$ cat src/rtl/fractal_sync_node.sv
// fractal_sync_node: two-child barrier aggregation node of the fractal sync tree
module fractal_sync_node #(
  parameter int LVL_WIDTH      = 3,
  parameter int NODE_LVL       = 1,
  parameter bit IS_ROOT        = 1'b0,
  parameter int TIMEOUT_CYCLES = 1024,
  parameter int CNT_W          = 16
) (
  input  logic                   clk_i,
  input  logic                   rst_i,
  input  logic [1:0]             ch_req_i,
  input  logic [2*LVL_WIDTH-1:0] ch_lvl_i,
  output logic [1:0]             ch_ack_o,
  output logic                   parent_req_o,
  output logic [LVL_WIDTH-1:0]   parent_lvl_o,
  input  logic                   parent_ack_i,
  output logic                   error_o,
  output logic                   timeout_o,
  output logic [CNT_W-1:0]       sync_cnt_o
);
  localparam int WW = $clog2(TIMEOUT_CYCLES + 1);
  typedef enum logic [1:0] {IDLE, EVAL, FWD, ACK} state_t;
  state_t state_q, state_d;
  logic [1:0] pending_q, pending_d, cap, drop;
  logic [LVL_WIDTH-1:0] lvl0_q, lvl0_d, lvl1_q, lvl1_d;
  logic ok_q, ok_d, error_q, error_d, timeout_q, timeout_d, loc, fwd;
  logic [WW-1:0] wait_q, wait_d;
  logic [CNT_W-1:0] cnt_q, cnt_d;
  // capture, protocol checks, pair classification and partner-wait timing
  always_comb begin
    cap = ch_req_i & ~pending_q & ~ch_ack_o;
    drop = pending_q & ~ch_req_i & {2{state_q != ACK}};
    loc = lvl0_q == lvl1_q && lvl0_q == LVL_WIDTH'(NODE_LVL);
    fwd = lvl0_q == lvl1_q && lvl0_q > LVL_WIDTH'(NODE_LVL) && !IS_ROOT;
    state_d = state_q;
    ok_d = ok_q;
    cnt_d = cnt_q;
    pending_d = pending_q | cap;
    lvl0_d = cap[0] ? ch_lvl_i[0 +: LVL_WIDTH] : lvl0_q;
    lvl1_d = cap[1] ? ch_lvl_i[LVL_WIDTH +: LVL_WIDTH] : lvl1_q;
    error_d = error_q | (|drop) | (parent_ack_i && state_q != FWD);
    wait_d = ^pending_q ? (wait_q == WW'(TIMEOUT_CYCLES) ? wait_q : wait_q + WW'(1)) : '0;
    timeout_d = timeout_q | (wait_d == WW'(TIMEOUT_CYCLES));
    case (state_q)
      IDLE: state_d = pending_q == 2'b11 ? EVAL : IDLE;
      EVAL: begin
        ok_d = loc | fwd;
        state_d = fwd ? FWD : ACK;
        error_d = error_d | !(loc | fwd);
      end
      FWD: state_d = parent_ack_i ? ACK : FWD;
      ACK: begin
        pending_d = '0;
        cnt_d = cnt_q + CNT_W'(ok_q);
        state_d = IDLE;
      end
      default: state_d = IDLE;
    endcase
  end
  // state registers with synchronous reset
  always_ff @(posedge clk_i) begin
    if (rst_i) begin
      state_q <= IDLE;
      pending_q <= '0;
      lvl0_q <= '0;
      lvl1_q <= '0;
      ok_q <= 1'b0;
      error_q <= 1'b0;
      timeout_q <= 1'b0;
      wait_q <= '0;
      cnt_q <= '0;
    end else begin
      state_q <= state_d;
      pending_q <= pending_d;
      lvl0_q <= lvl0_d;
      lvl1_q <= lvl1_d;
      ok_q <= ok_d;
      error_q <= error_d;
      timeout_q <= timeout_d;
      wait_q <= wait_d;
      cnt_q <= cnt_d;
    end
  end
  assign ch_ack_o = {2{state_q == ACK}};
  assign parent_req_o = state_q == FWD;
  assign parent_lvl_o = parent_req_o ? lvl0_q : '0;
  assign error_o = error_q;
  assign timeout_o = timeout_q;
  assign sync_cnt_o = cnt_q;
endmodule

$ cat config.mk
export PLATFORM = sky130hd
export DESIGN_NAME = fractal_sync_node
export DESIGN_NICKNAME = d
export VERILOG_FILES = /design/src/rtl/fractal_sync_node.sv
export SDC_FILE = /design/constraint.sdc
export NUM_CORES = 1
export LEC_CHECK = 0
export ABC_AREA = 1
export CORE_MARGIN = 4
export CORE_UTILIZATION = 53
export CTS_CLUSTER_SIZE = 20
export DETAILED_ROUTE_END_ITERATION = 8
export GPL_ROUTABILITY_DRIVEN = 0
export PLACE_DENSITY = 0.78
export SETUP_SLACK_MARGIN = 0.3
export SLEW_MARGIN = 25
export SYNTH_ARGS = -nofsm -noshare
export SYNTH_HDL_FRONTEND = slang
export SYNTH_SLANG_ARGS = --single-unit
$ cat constraint.sdc
create_clock -name clk_i -period 1.85 [get_ports clk_i]
set_input_delay 0.37 -clock clk_i [delete_from_list [all_inputs] [get_ports clk_i]]
set_output_delay 0.37 -clock clk_i [all_outputs]
set_load 0.1 [all_outputs]
# Yosys cells after proc, flatten, opt, wreduce, memory -nomap -nowiden
# Index checks and enable logic that the tools add are counted.
dict set report word_totals {
  ff_bits 40
  out_inout_bits 24
}
dict set report classes {
  addsub 2
  magnitude_cmp 1
  n_eq_ne 10
  n_mux 8
  bitwise 13
  n_reduce_logical 8
}
# op count
set op_table {}
lappend op_table {{$eq 11x11->1 const B} 2}
lappend op_table {{$mux 11} 2}
lappend op_table {{$add 16x1->16} 1}
lappend op_table {{$add 11x1->11 const B} 1}
lappend op_table {{$and 2x2->2} 4}
lappend op_table {{$pmux 2 s4} 1}
lappend op_table {{$eq 2x2->1 const B} 3}
lappend op_table {{$not 2->2} 3}
lappend op_table {{$or 1x1->1} 5}
lappend op_table {{$mux 1} 4}
lappend op_table {{$ne 2x2->1 const B} 2}
lappend op_table {{$reduce_or 2->1} 2}
lappend op_table {{$eq 3x1->1 const B} 1}
lappend op_table {{$eq 3x3->1} 1}
lappend op_table {{$gt 3x1->1 const B} 1}
lappend op_table {{$logic_and 1x1->1} 3}
lappend op_table {{$mux 3} 1}
lappend op_table {{$eq 2x1->1 const B} 1}
lappend op_table {{$logic_not 2->1} 1}
lappend op_table {{$or 2x2->2} 1}
lappend op_table {{$reduce_xor 2->1} 1}
lappend op_table {{$logic_not 1->1} 1}

# Logic depth before layout (Yosys ltp)
# Gate-level depths: netlist of the first run.
dict set report depth {
  word_depth 8
  depth_mapped 12
  mapped_depth_nobuf 11
}

# Least setup slack after synthesis of the first run
# Ideal clock, no wire load.
dict set report synth_timing {
  path_type {register to register}
  start {reg state_q[0]}
  end {reg cnt_q[11] (netlist: sync_cnt_o[11])}
  setup_ns 0.116
  t_arrival_ns 2.283
  path_slack_ns -0.549
  path_stages_with_launch 11
  path_buffers 1
  period_less_slack_ns 2.399
  path_cell_list {dfxtp_1 ha_1 buf_6 nand2_4 nor2_4 nand4_4 nor2_4 nand2_4 nor2_4 a21oi_1 o21a_1}
}
dict set report synth_via {
  elab_chain_len 1
}
# item line_no
set synth_lines {}
lappend synth_lines {{start: declaration} 23} ;# state_t state_q, state_d;
lappend synth_lines {{start signal: assignment} 73} ;# state_q <= state_d;
lappend synth_lines {{$eq 2x2->1} n/a}
lappend synth_lines {{via ch_ack_o[0]} 13} ;# output logic [1:0] ch_ack_o,
lappend synth_lines {{end signal: assignment} 81} ;# cnt_q <= cnt_d;
lappend synth_lines {{end: declaration} 28} ;# logic [CNT_W-1:0] cnt_q, cnt_d;
# The timed path passes the listed nets, and every way through them passes these cells.
# A chain may end at the register's enable or synchronous reset.

# Worst setup path after layout of the first run
dict set report layout_timing {
  start {reg state_q[0]}
  end {out parent_lvl_o[0]}
}
dict set report layout_via {
  elab_chain_len 2
}
# item line_no
set layout_lines {}
lappend layout_lines {{$eq 2x2->1} 85} ;# assign parent_req_o = state_q == FWD;
lappend layout_lines {{$mux 3} 86} ;# assign parent_lvl_o = parent_req_o ? lvl0_q : '0;
lappend layout_lines {{end: declaration} 15} ;# output logic [LVL_WIDTH-1:0] parent_lvl_o,
# Every way passes these cells.

==> qor.yml, run 1 <==
num_vias: 2067
antenna_found_initial: 0
antenna_left: 0
syn_avg_cell_area_um2: 7.14
r2r_cells: 10
cp_cell_sequence: "inv_2 -> ha_4 -> nand2_4 -> clkinvlp_4 -> buf_12"
start_util_pct: 56.3
worstSetupEndpointType: "output pin"
r2r-start: "state_q[0]"
drive_gt1_share_pct: 31.8
vdd_drop_max_mv: 0.519
insertion_delay_ns: 0.29
ys_seq_area_share_pct: 38.0
ios: 35
fill_cells: 212
combPwrFrac_pct: 32.1
synth-edff-count: 0
cts_inserted_buffers: 5
synth_area_leaders: "dfxtp_1 38%, nand2_1 9.3%, nor2_1 8.2%"
tightest_slew_ns: 0.298
cts.clk_slew.worst_paths_ns: 0.08
die_area_mm2: 0.00505
drtIter0Drc: 149
finalSetupTns_ns: 0
cp.required_ns: 1.48
yosysWarnings: 0
rr_endpoint: "sync_cnt_o[9]"
synth_ff_type: "dfxtp_1"
drv_cap: 0
cellLeakagePower_nw: 1.40
hold_depth: 2
cp.arrival_ns: 1.26
post-route-min-period_ns: 1.63
synth_largest_area_cell: "dfxtp_1"
area_growth_pct: 47.7
grt_usage_pct: 20.5
synth.net_count: 315
layout.nets: 365
grt_pass1_wl_um: 8510
post-route-drc-count: 0
hold_violations: 0
die_h_um: 71.0
die_w_um: 71.0
dp_slack_ns: 0.226
multi_input_area_mm2: 0.00122
p_int_mw: 1.53
path_class: "reg -> out"
syn_area_mm2: 0.00211
worst_clock_skew_ns: 0.00504
r2r_slack_ns: 0.24
start_kind: "flip-flop"
cp_max_fo: 5
cts.sinks: 40
fin_ws_ns: 0.224
slew_violations: 0
slowest_stage: "dfxtp_2"
hold_class: "reg -> reg"
status: "finished, final reports clean"
critPathMaxStageDelay_ns: 0.36
slew_headroom_pct: 79.9
coreArea_mm2: 0.00374
synth.top_cell.area_share_pct: 38.0
wire_per_inst_um: 13.8
synth_cell_types: 32
register_area_um2: 836
routed_wl_um: 5430
cp_num_buf_inv: 3
ys_async_sr_fraction_pct: 0
syn_inst: 295
setup_violations: 0
fin_crit_sh_pct: 87.9
crit_start: "state_q[0]"
critPathTopFamily: "flip-flops"
synth.most_common_cell: "nand2_1"
grt_overflow_total: 0
dr.pass1.iters: 4
sw_frac_of_total_pct: 34.3
p_seq_share_pct: 42.5
rows: 22
antennaDiodeCount: 0
hold_path_end: "timeout_o"
grt_pass1_vias: 1999
dpl.hpwl_um: 3570
p_sw_mw: 0.803
via_per_inst: 5.25
ys_ff_latch: 40
io_buffers: 34
cts-htree-levels: 2
fmax_mhz: 615
cts_tree: "done"
p_per_area_mw_per_mm2: 752
pwr-share-clk_pct: 25.5
clockBufferDepth: 2
root_buffer: "clkbuf_8"
worstHoldStart: "timeout_o"
grt_max_degree: 19
synth_top_cells_by_count: "52 x nand2_1, 46 x nor2_1, 43 x inv_1"
rsz0062_at_grt: "yes"
-- worst max-delay path by stage --
| stage | to | slack [ns] | depth (start not counted) |
|---|---|---|---|
| 3_5_place_dp | lvl1_q[0] | 0.23 | 6 |
| 2_1_floorplan | sync_cnt_o[15] | 0.05 | 11 |
| 6_report | parent_lvl_o[0] | 0.22 | 5 |
| 4_1_cts | sync_cnt_o[11] | 0.22 | 10 |
| 5_1_grt | sync_cnt_o[9] | 0.12 | 10 |
| 3_3_place_gp | lvl1_q[2] | 0.28 | 6 |
-- worst min-delay path: stages (launching register included) --
cell,delay (ns)
dfxtp_1,0.34
nand2_1,0.07
nand2_1,0.04
-- cell families after synthesis --
logic type	Yosys count	share of synthesized area [%]
AND/OR/NAND/NOR	149	34.1
flip-flops	40	38.0
buffers and inverters	52	10.1
AO/OA/AOI/OAI	40	10.3
adder cells (fa/ha/maj)	9	5.35
XOR/XNOR	5	2.08
-- sequential cells by signal, summed over array words and instances (netlist names) --
register and flops:
ok_q 1, state_q 2, lvl1_q 3, pending_q 2
lvl0_q 3, sync_cnt_o 16, error_o 1, timeout_o 1
wait_q 11
-- final cells by class --
class	count	area share, %
timing repair buffer	50	23.1
multi-input combinational	203	39.4
tap	48	1.93
inverter	45	5.79
sequential	40	26.9
clock inverter	2	0.322
clock buffer	6	2.66
-- per-stage QoR --
stage / hold slack (ns) / total power [mW] / std cells / utilization (%) / area (um^2)
after global routing: 0.528 / 2.45 / 394 / 83.1 / 3110
after CTS: 0.494 / 2.29 / 388 / 79.7 / 2990
after detailed placement: 0.480 / 1.61 / 373 / 75.0 / 2810
final: 0.491 / 2.34 / 394 / 83.1 / 3110
after floorplan: 0.496 / 1.43 / 295 / - / 2190
after global placement: 0.481 / 1.60 / 373 / 75.0 / 2810
-- cell usage in the layout, fill, tap and decap left out, types with 2 or more instances in the layout --
master,count
nor2_2,2
o21ai_1,2
nor2_4,6
o21ai_0,12
clkdlybuf4s50_1,10
nor3_1,5
nor3_2,4
nand4_1,3
clkinv_2,2
dfxtp_2,13
o21a_1,2
nand2_4,5
nor2_1,44
and3_1,2
a21oi_1,16
buf_4,14
clkbuf_8,6
inv_2,5
dfxtp_4,5
buf_12,25
clkinvlp_4,3
nand2_2,6
ha_1,5
nand3_2,3
o21bai_1,2
xor2_1,5
ha_4,4
inv_1,37
nand2_1,46
dfxtp_1,22
nand3_1,20
o21ai_2,2
-- metal layers --
metal / vias up / global-route usage [%] / wire length [um]
met5: - / 0 / 0
met4: 0 / 7.72 / 107
met3: 11 / 4.12 / 286
met2: 56 / 37.6 / 2840
met1: 968 / 23.2 / 2190
li1: 1032 / - / -
-- power by group through the flow --
stage | logic [mW] | registers, mW | clock network [mW]
global placement | 0.597 | 0.999 | 0
CTS | 0.692 | 0.988 | 0.609
detailed placement | 0.607 | 1.00 | 0
finish | 0.749 | 0.992 | 0.595
global route | 0.813 | 1.00 | 0.640
floorplan | 0.396 | 1.03 | 0
-- repair_timing --
| item | CTS | global route |
|---|---|---|
| resized for setup | 7 | 26 |
| setup buffers | 7 | 6 |
| pin swaps | 5 | 8 |
| hold buffers | 0 | 0 |
| setup endpoints to repair | 8 | 21 |
Note: power is estimated with default switching activity, not from simulation.
==> inputs of run 2 (changes only) <==
- CORE_UTILIZATION: 53 -> 36
- DONT_BUFFER_PORTS: not set -> 1
- PLACE_DENSITY: 0.78 -> 0.48
==> qor.yml, run 2 (synthesis gave the netlist of run 1 again) <==
path_class: "reg -> out"
largest_register_ffs: 16  # unchanged
drtIter0Drc: 77  # -48%
clockBufferDepth: 2  # unchanged
area_growth_pct: 29.9
status: "finished, final reports clean"
vdd_drop_max_mv: 0.475  # -8.4%
grt_overflow_total: 0  # unchanged
grt_pass1_wl_um: 7870  # -7.5%
fin_crit_sh_pct: 87.0  # -0.94 points
dpl_cell_area_mm2: 0.00244  # -13%
cp.arrival_ns: 1.24  # -0.02 ns
ios: 35  # unchanged
grtUsageMet3_pct: 4.12  # about the same
setup_violations: 0  # unchanged
grt_use_met2_pct: 22.5  # -15 points
fin_ws_ns: 0.241  # +0.0174 ns
dpl.hpwl_um: 3490  # -2.3%
dr.pass1.iters: 4  # unchanged
post-route-drc-count: 0  # unchanged
final_cells: 405  # +2.8%
use_met1_pct: 16.7  # -6.5 points
coreArea_mm2: 0.00557  # +49%
start_kind: "flip-flop"
grt_busiest_layer: "met2"
cellLeakagePower_nw: 1.23  # -12%
drv_cap: 0  # unchanged
die_area_mm2: 0.00714  # +41%
cts_tree: "done"
start_util_pct: 37.8  # -18 points
antenna_left: 0  # unchanged
routed_wl_um: 4780  # -12%
p_per_area_mw_per_mm2: 800  # +6.5%
grt_pass1_vias: 1767  # -12%
antenna_found_initial: 0  # unchanged
final_cell_mix: "48 x nand2_1, 44 x nor2_1, 39 x inv_1"
fmax_mhz: 622  # +1.1%
die_w_um: 84.5  # +19%
drive_gt1_share_pct: 30.0  # -1.8 points
via_per_inst: 4.68  # -11%
num_vias: 1895  # -8.3%
finalSetupTns_ns: 0  # unchanged
cts-htree-levels: 2  # unchanged
insertion_delay_ns: 0.30  # about the same
final_common_cell: "nand2_1"
root_buffer: "clkbuf_8"
dp_cells: 385  # +3.2%
cts_inserted_buffers: 5  # unchanged
io_buffers: 0  # -100%
grt_usage_pct: 13.5  # -7.0 points
rows: 27  # +23%
tightest_slew_ns: 0.386  # +0.0881 ns
dp_slack_ns: 0.246  # +0.0197 ns
die_h_um: 84.5  # +19%
slew_violations: 0  # unchanged
stdcell_area_mm2: 0.00274  # -12%
layout.nets: 352  # -3.6%
worst_clock_skew_ns: 0.00792  # +0.00289 ns
antennaDiodeCount: 0  # unchanged
hold_violations: 0  # unchanged
cp_max_fo: 5  # unchanged
wire_per_inst_um: 11.8  # -14%
cts.sinks: 40  # unchanged
grt_max_degree: 20  # +1
worstSetupEndpointType: "output pin"
cp.required_ns: 1.48  # about the same
hold_class: "in -> reg"
cts_hold_buf: 0  # unchanged
cts.clk_slew.worst_paths_ns: 0.09  # about the same
post-route-min-period_ns: 1.61  # -0.0174 ns
slew_headroom_pct: 74.2  # -5.7 points
rsz0062_at_grt: "yes"
## run 2: timing repair
| action | 4_1_cts | 5_1_grt |
|---|---|---|
| setup endpoints to repair | 10 | 19 |
| resized for setup | 14 | 20 |
| endpoints found under the hold margin | 0 | 0 |
| pin swaps | 1 | 3 |
| buffers inserted | 5 | 7 |
## run 2: area by class of cell
cell class                 instances  area [um^2]
timing repair buffer              37          332
inverter                          45          180
clock buffer                       6         72.6
clock inverter                     2         11.3
tap                               72         90.1
fill                             584         2840
multi-input combinational        203         1220
sequential                        40          831
## run 2: power breakdown
group          internal, mW  total, mW  switching (mW)
logic                 0.240      0.625           0.386
clock network         0.262      0.580           0.318
registers             0.921      0.984          0.0630
## run 2: worst paths after layout
path	startpoint	endpoint	slack [ns]	depth (start not counted)
setup reg to reg	state_q[0]	sync_cnt_o[15]	0.31	11
setup / recovery	state_q[0]	parent_lvl_o[0]	0.24	5
hold reg to reg	sync_cnt_o[10]	sync_cnt_o[10]	0.52	1
hold / removal	rst_i	sync_cnt_o[4]	0.13	1
## run 2: layer usage
metal	up-vias	share of wire, %
li1	1005	-
met1	859	47
met2	27	47
met3	4	4.5
met4	0	0.92
met5	-	0
## run 2: metrics by stage
stage,util [%],hold WS [ns],total power [mW]
global route,49.1,0.105,2.32
CTS,46.7,0.111,2.17
finish,49.1,0.127,2.19
floorplan,-,0.496,1.43
global placement,43.7,0.436,1.50
detailed placement,43.7,0.439,1.50
## run 2: worst max-delay path, cell delays in order (launching register included)
cell	delay [ns]
dfxtp_2	0.36
inv_2	0.05
ha_4	0.18
nand2_2	0.09
clkinvlp_4	0.09
buf_12	0.17
==> inputs of run 3 (changes only) <==
- SETUP_SLACK_MARGIN: 0.3 -> 0.1
==> qor.yml, run 3 (synthesis gave the netlist of run 1 again) <==
status: "finished, final reports clean"
drv_cap: 0  # unchanged
routed_wl_um: 4510  # -5.5%
die_area_mm2: 0.00714  # unchanged
vdd_drop_max_mv: 0.404  # -15%
fill_cells: 564  # -3.4%
insertion_delay_ns: 0.30  # about the same
grt_max_degree: 20  # unchanged
start_kind: "flip-flop"
post-route-min-period_ns: 1.69  # +0.0770 ns
crit_start: "state_q[0]"
dpl.hpwl_um: 3440  # -1.3%
cts_inserted_buffers: 5  # unchanged
critPathTopFamily: "flip-flops"
rsz0062_at_grt: "no"
grt_usage_pct: 13.4  # -0.054 points
cts-htree-levels: 2  # unchanged
grt_overflow_total: 0  # unchanged
slew_violations: 0  # unchanged
antennaDiodeCount: 0  # unchanged
finalSetupTns_ns: 0  # unchanged
rows: 27  # unchanged
fmax_mhz: 593  # -4.6%
slowest_stage: "dfxtp_4"
worst_clock_skew_ns: 0.00857  # +0.000645 ns
drive_gt1_share_pct: 21.8  # -8.2 points
timing.hold.ws_ns: 0.124  # -0.00335 ns
layout.nets: 340  # -3.4%
hold_class: "in -> reg"
setup_violations: 0  # unchanged
final_cell_mix: "52 x nand2_1, 46 x nor2_1, 40 x inv_1"
worstSetupEndpointType: "output pin"
root_buffer: "clkbuf_8"
cp_num_buf_inv: 3  # unchanged
r2r-start: "state_q[1]"
coreArea_mm2: 0.00557  # unchanged
largest_register_ffs: 16  # unchanged
grt_pass1_wl_um: 7820  # -0.53%
io_buffers: 0  # unchanged
ios: 35  # unchanged
area_growth_pct: 22.2
die_h_um: 84.5  # unchanged
multi_input_area_mm2: 0.00112  # -7.8%
path_class: "reg -> out"
register_area_um2: 822  # -1.1%
cts_tree: "done"
slew_headroom_pct: 70.7  # -3.5 points
cts.clk_slew.worst_paths_ns: 0.08  # about the same
start_util_pct: 37.8  # unchanged
die_w_um: 84.5  # unchanged
hold_violations: 0  # unchanged
cts.sinks: 40  # unchanged
wire_per_inst_um: 11.5  # -2.6%
p_per_area_mw_per_mm2: 882  # +10%
via_per_inst: 4.59  # -2.0%
drtIter0Drc: 42  # -45%
tightest_slew_ns: 0.436  # +0.0500 ns
grt_pass1_vias: 1715  # -2.9%
final_common_cell: "nand2_1"
antenna_left: 0  # unchanged
cp_cell_sequence: "inv_1 -> ha_4 -> nand2_1 -> clkinvlp_4 -> buf_12"
worstHoldStart: "rst_i"
cts_hold_buf: 0  # unchanged
cts_setup_buffers: 0  # -5
antenna_found_initial: 0  # unchanged
dr.pass1.iters: 4  # unchanged
clockBufferDepth: 2  # unchanged
post-route-drc-count: 0  # unchanged
cellLeakagePower_nw: 1.17  # -5.0%
num_vias: 1802  # -4.9%
fin_crit_sh_pct: 91.1  # +4.2 points
cp_max_fo: 6  # +1
cp.required_ns: 1.48  # about the same
critPathMaxStageDelay_ns: 0.37  # about the same
cp.arrival_ns: 1.32  # +0.08 ns
[run 3: cell types whose count changed in the layout (fill, tap and decap cells not counted), moves of 3 or more]
cell	delta
dfxtp_2	-4
ha_4	-3
o21ai_0	+3
dfxtp_1	+5
buf_4	-11
o21ai_1	-3
nand2_2	-3
nand2_1	+4
[run 3: path summary, 6_finish.rpt]
check | cells past startpoint | to | slack [ns]
worst min register to register | 1 | sync_cnt_o[10] | 0.51
worst max-delay path | 5 | parent_lvl_o[0] | 0.16
worst max register to register | 10 | sync_cnt_o[15] | 0.33
worst min-delay path | 1 | sync_cnt_o[0] | 0.12
[run 3: timing repair]
item	in CTS	in global routing
setup endpoints to repair	2	3
hold endpoints to repair	0	0
resized for setup	1	2
pin swaps	0	0
[run 3: report_power, final]
| group | total [mW] | internal (mW) | switching [mW] |
|---|---|---|---|
| clock network | 0.793 | 0.476 | 0.317 |
| logic | 0.506 | 0.156 | 0.350 |
| registers | 0.970 | 0.918 | 0.0521 |
[run 3: cell type report]
class / count / area share [%]
flip-flops and latches: 40 / 32.0
clock buffers: 7 / 3.75
clock inverters: 1 / 1.17
multi-input cells: 203 / 43.7
inverters: 45 / 7.00
well taps: 72 / 3.50
repair buffers: 25 / 8.90
[run 3: per-stage QoR]
step | util, % | cells | total power, mW | instance area [um^2] | setup WS (ns)
after floorplan | - | 295 | 1.41 | 2170 | 0.0203
after global placement | 43.7 | 385 | 1.49 | 2440 | 0.308
after detailed placement | 43.7 | 385 | 1.50 | 2440 | 0.281
after CTS | 46.1 | 393 | 2.31 | 2570 | 0.138
after global routing | 46.2 | 393 | 2.40 | 2570 | 0.106
final | 46.2 | 393 | 2.27 | 2570 | 0.164
[run 3: routing by layer]
layer | up-vias | GRT usage, % | share of wire [%]
met5 | - | 0 | 0
met4 | 0 | 6.04 | 2.0
met3 | 8 | 3.63 | 5.2
met2 | 28 | 21.4 | 45
met1 | 783 | 17.0 | 48
li1 | 983 | - | -
==> edit: new RTL, settings of run 3 <==
Set the parameter `IS_ROOT` to 1'b1 (it was 1'b0).
--- a/src/rtl/fractal_sync_node.sv
+++ b/src/rtl/fractal_sync_node.sv
@@ -4,3 +4,3 @@
   parameter int NODE_LVL       = 1,
-  parameter bit IS_ROOT        = 1'b0,
+  parameter bit IS_ROOT        = 1'b1,
   parameter int TIMEOUT_CYCLES = 1024,
Check against the original RTL: not equivalent (a bounded check fails within 4 cycles, from zero or initial values and one cycle with rst_i high).
==> edit against run 3 <==
Synthesized area shrank 4.9%; setup slack is essentially flat; critical path type unchanged; global-route usage grew 1.2 points; count of clock-buffer cells in the layout is the same; sequential cell count is the same; routed wire length shrank 0.51%; final area shrank 3.0%; critical endpoint is now parent_lvl_o[1].
Power is not compared: it rests on default switching activity, and its combinational part moved more than twofold at a synthesized area within 25%.
==> edit: results <==
{
  "run_status": "finished clean",
  "path_max_fanout": 6,
  "synth_seq_area_share": 0.400,
  "ys_warn_count": 0,
  "cts_buffers": 5,
  "synth_common_cells": "60 x nor2_1, 49 x nand2_1, 40 x dfxtp_1",
  "grt_max_degree": 19,
  "viasPerCell": 4.67,
  "largest_register_ffs": 16,
  "clock_skew_ns": 0.00699,
  "num_vias": 1788,
  "drt_first_iter_violations": 70,
  "r2r.worst_path.cells": 11,
  "ir_drop_uv": 471,
  "r2r_start": "wait_q[0]",
  "synth_xor_area_frac": 0.0175,
  "grt_pass1_vias": 1730,
  "synthCells": 287,
  "hold_class": "input pin to flop",
  "synth_fa_ha_area_frac": 0.0563,
  "crit_family": "flip-flops",
  "synth_compound_area_frac": 0.114,
  "yosys-top-cells-area": "dfxtp_1 40%, nor2_1 11%, nand2_1 9.2%",
  "clock_latency_ns": 0.29,
  "rrSetupSlack_ns": 0.29,
  "firstDrtPassIters": 4,
  "drive_above_1_share": 0.208,
  "dp.cells": 375,
  "antenna_found_initial": 0,
  "syn_nets": 307,
  "cp-startpoint": "state_q[0]",
  "clk_pin_slew_ns": 0.08,
  "maxSlewHeadroom": 0.726,
  "synth_most_common_cell": "nor2_1",
  "grt_pass1_wl_microns": 7570,
  "wl_per_cell_microns": 11.7,
  "io_buffers": 0,
  "setup_viol_count_final": 0,
  "nFillCells": 526,
  "yosysUniqueCellTypes": 28,
  "leakage_nw": 1.03,
  "dp_hpwl_microns": 3420,
  "critPathCapture": "parent_lvl_o[1]",
  "gr-usage-all-layers": 0.146,
  "fin_nets": 332,
  "crit_path_top_delay_cell": "dfxtp_2",
  "r2r_end": "timeout_o"
}
-- edit: stage by stage --
step                      total power [mW]  hold slack (ns)  utilization  worst slack (ns)  cell area [sq um]
final                                 1.84            0.134        0.477             0.164               2500
after global routing                  1.93            0.117        0.477            0.0976               2500
after CTS                             1.87            0.121        0.473             0.122               2480
after detailed placement              1.07            0.440        0.446             0.117               2330
after global placement                1.07            0.440        0.446             0.147               2330
after floorplan                       1.04            0.475            -             0.101               2060
-- edit: layer usage --
layer  vias to the layer above  GRT usage  routed length [microns]
met5                         -          0                        0
met4                         0     0.0490                       62
met3                         6     0.0358                      225
met2                        33      0.236                     1970
met1                       783      0.190                     2230
li1                        966          -                        -
-- edit: worst min-delay path by stage --
stage / start / to / slack (ns)
finish: rst_i / sync_cnt_o[6] / 0.13
detailed placement: rst_i / sync_cnt_o[6] / 0.44
CTS: rst_i / sync_cnt_o[6] / 0.12
floorplan: lvl1_q[0] / ok_q / 0.48
global route: rst_i / sync_cnt_o[6] / 0.12
global placement: rst_i / sync_cnt_o[6] / 0.44
-- edit: repair_timing --
action                     4_1_cts  5_1_grt
setup endpoints to repair        4        6
hold buffers                     0        0
resized for setup                6        5
gates cloned                     0        0
-- edit: worst register-to-register path: cells and delay by family (launching register included) --
kind,cells,cell delay (ns)
and+or+nand+nor,10,0.87
DFF,1,0.40
adders and majority gates,1,0.24
-- edit: kinds of logic (layout without fill, tap and decap cells) --
| logic type | after synthesis | after routing |
|---|---|---|
| XOR/XNOR | 4 | 4 |
| adder cells (fa/ha/maj) | 9 | 9 |
| AND/OR/NAND/NOR | 152 | 152 |
| buffers and inverters | 42 | 68 |
| flip-flops | 40 | 40 |
| AO/OA/AOI/OAI | 40 | 40 |
-- edit: cell type report --
cell class,instances,share of cell area
multi-input cells,205,0.431
inverters,35,0.0571
repair buffers,25,0.0982
clock buffers,7,0.0386
clock inverters,1,0.0120
well taps,70,0.0351
flip-flops and latches,40,0.328
-- edit: power by group --
group	leakage (nW)	internal, mW	switching, mW
logic	0.632	0.0498	0.104
clock network	0.0645	0.476	0.313
registers	0.331	0.882	0.0190
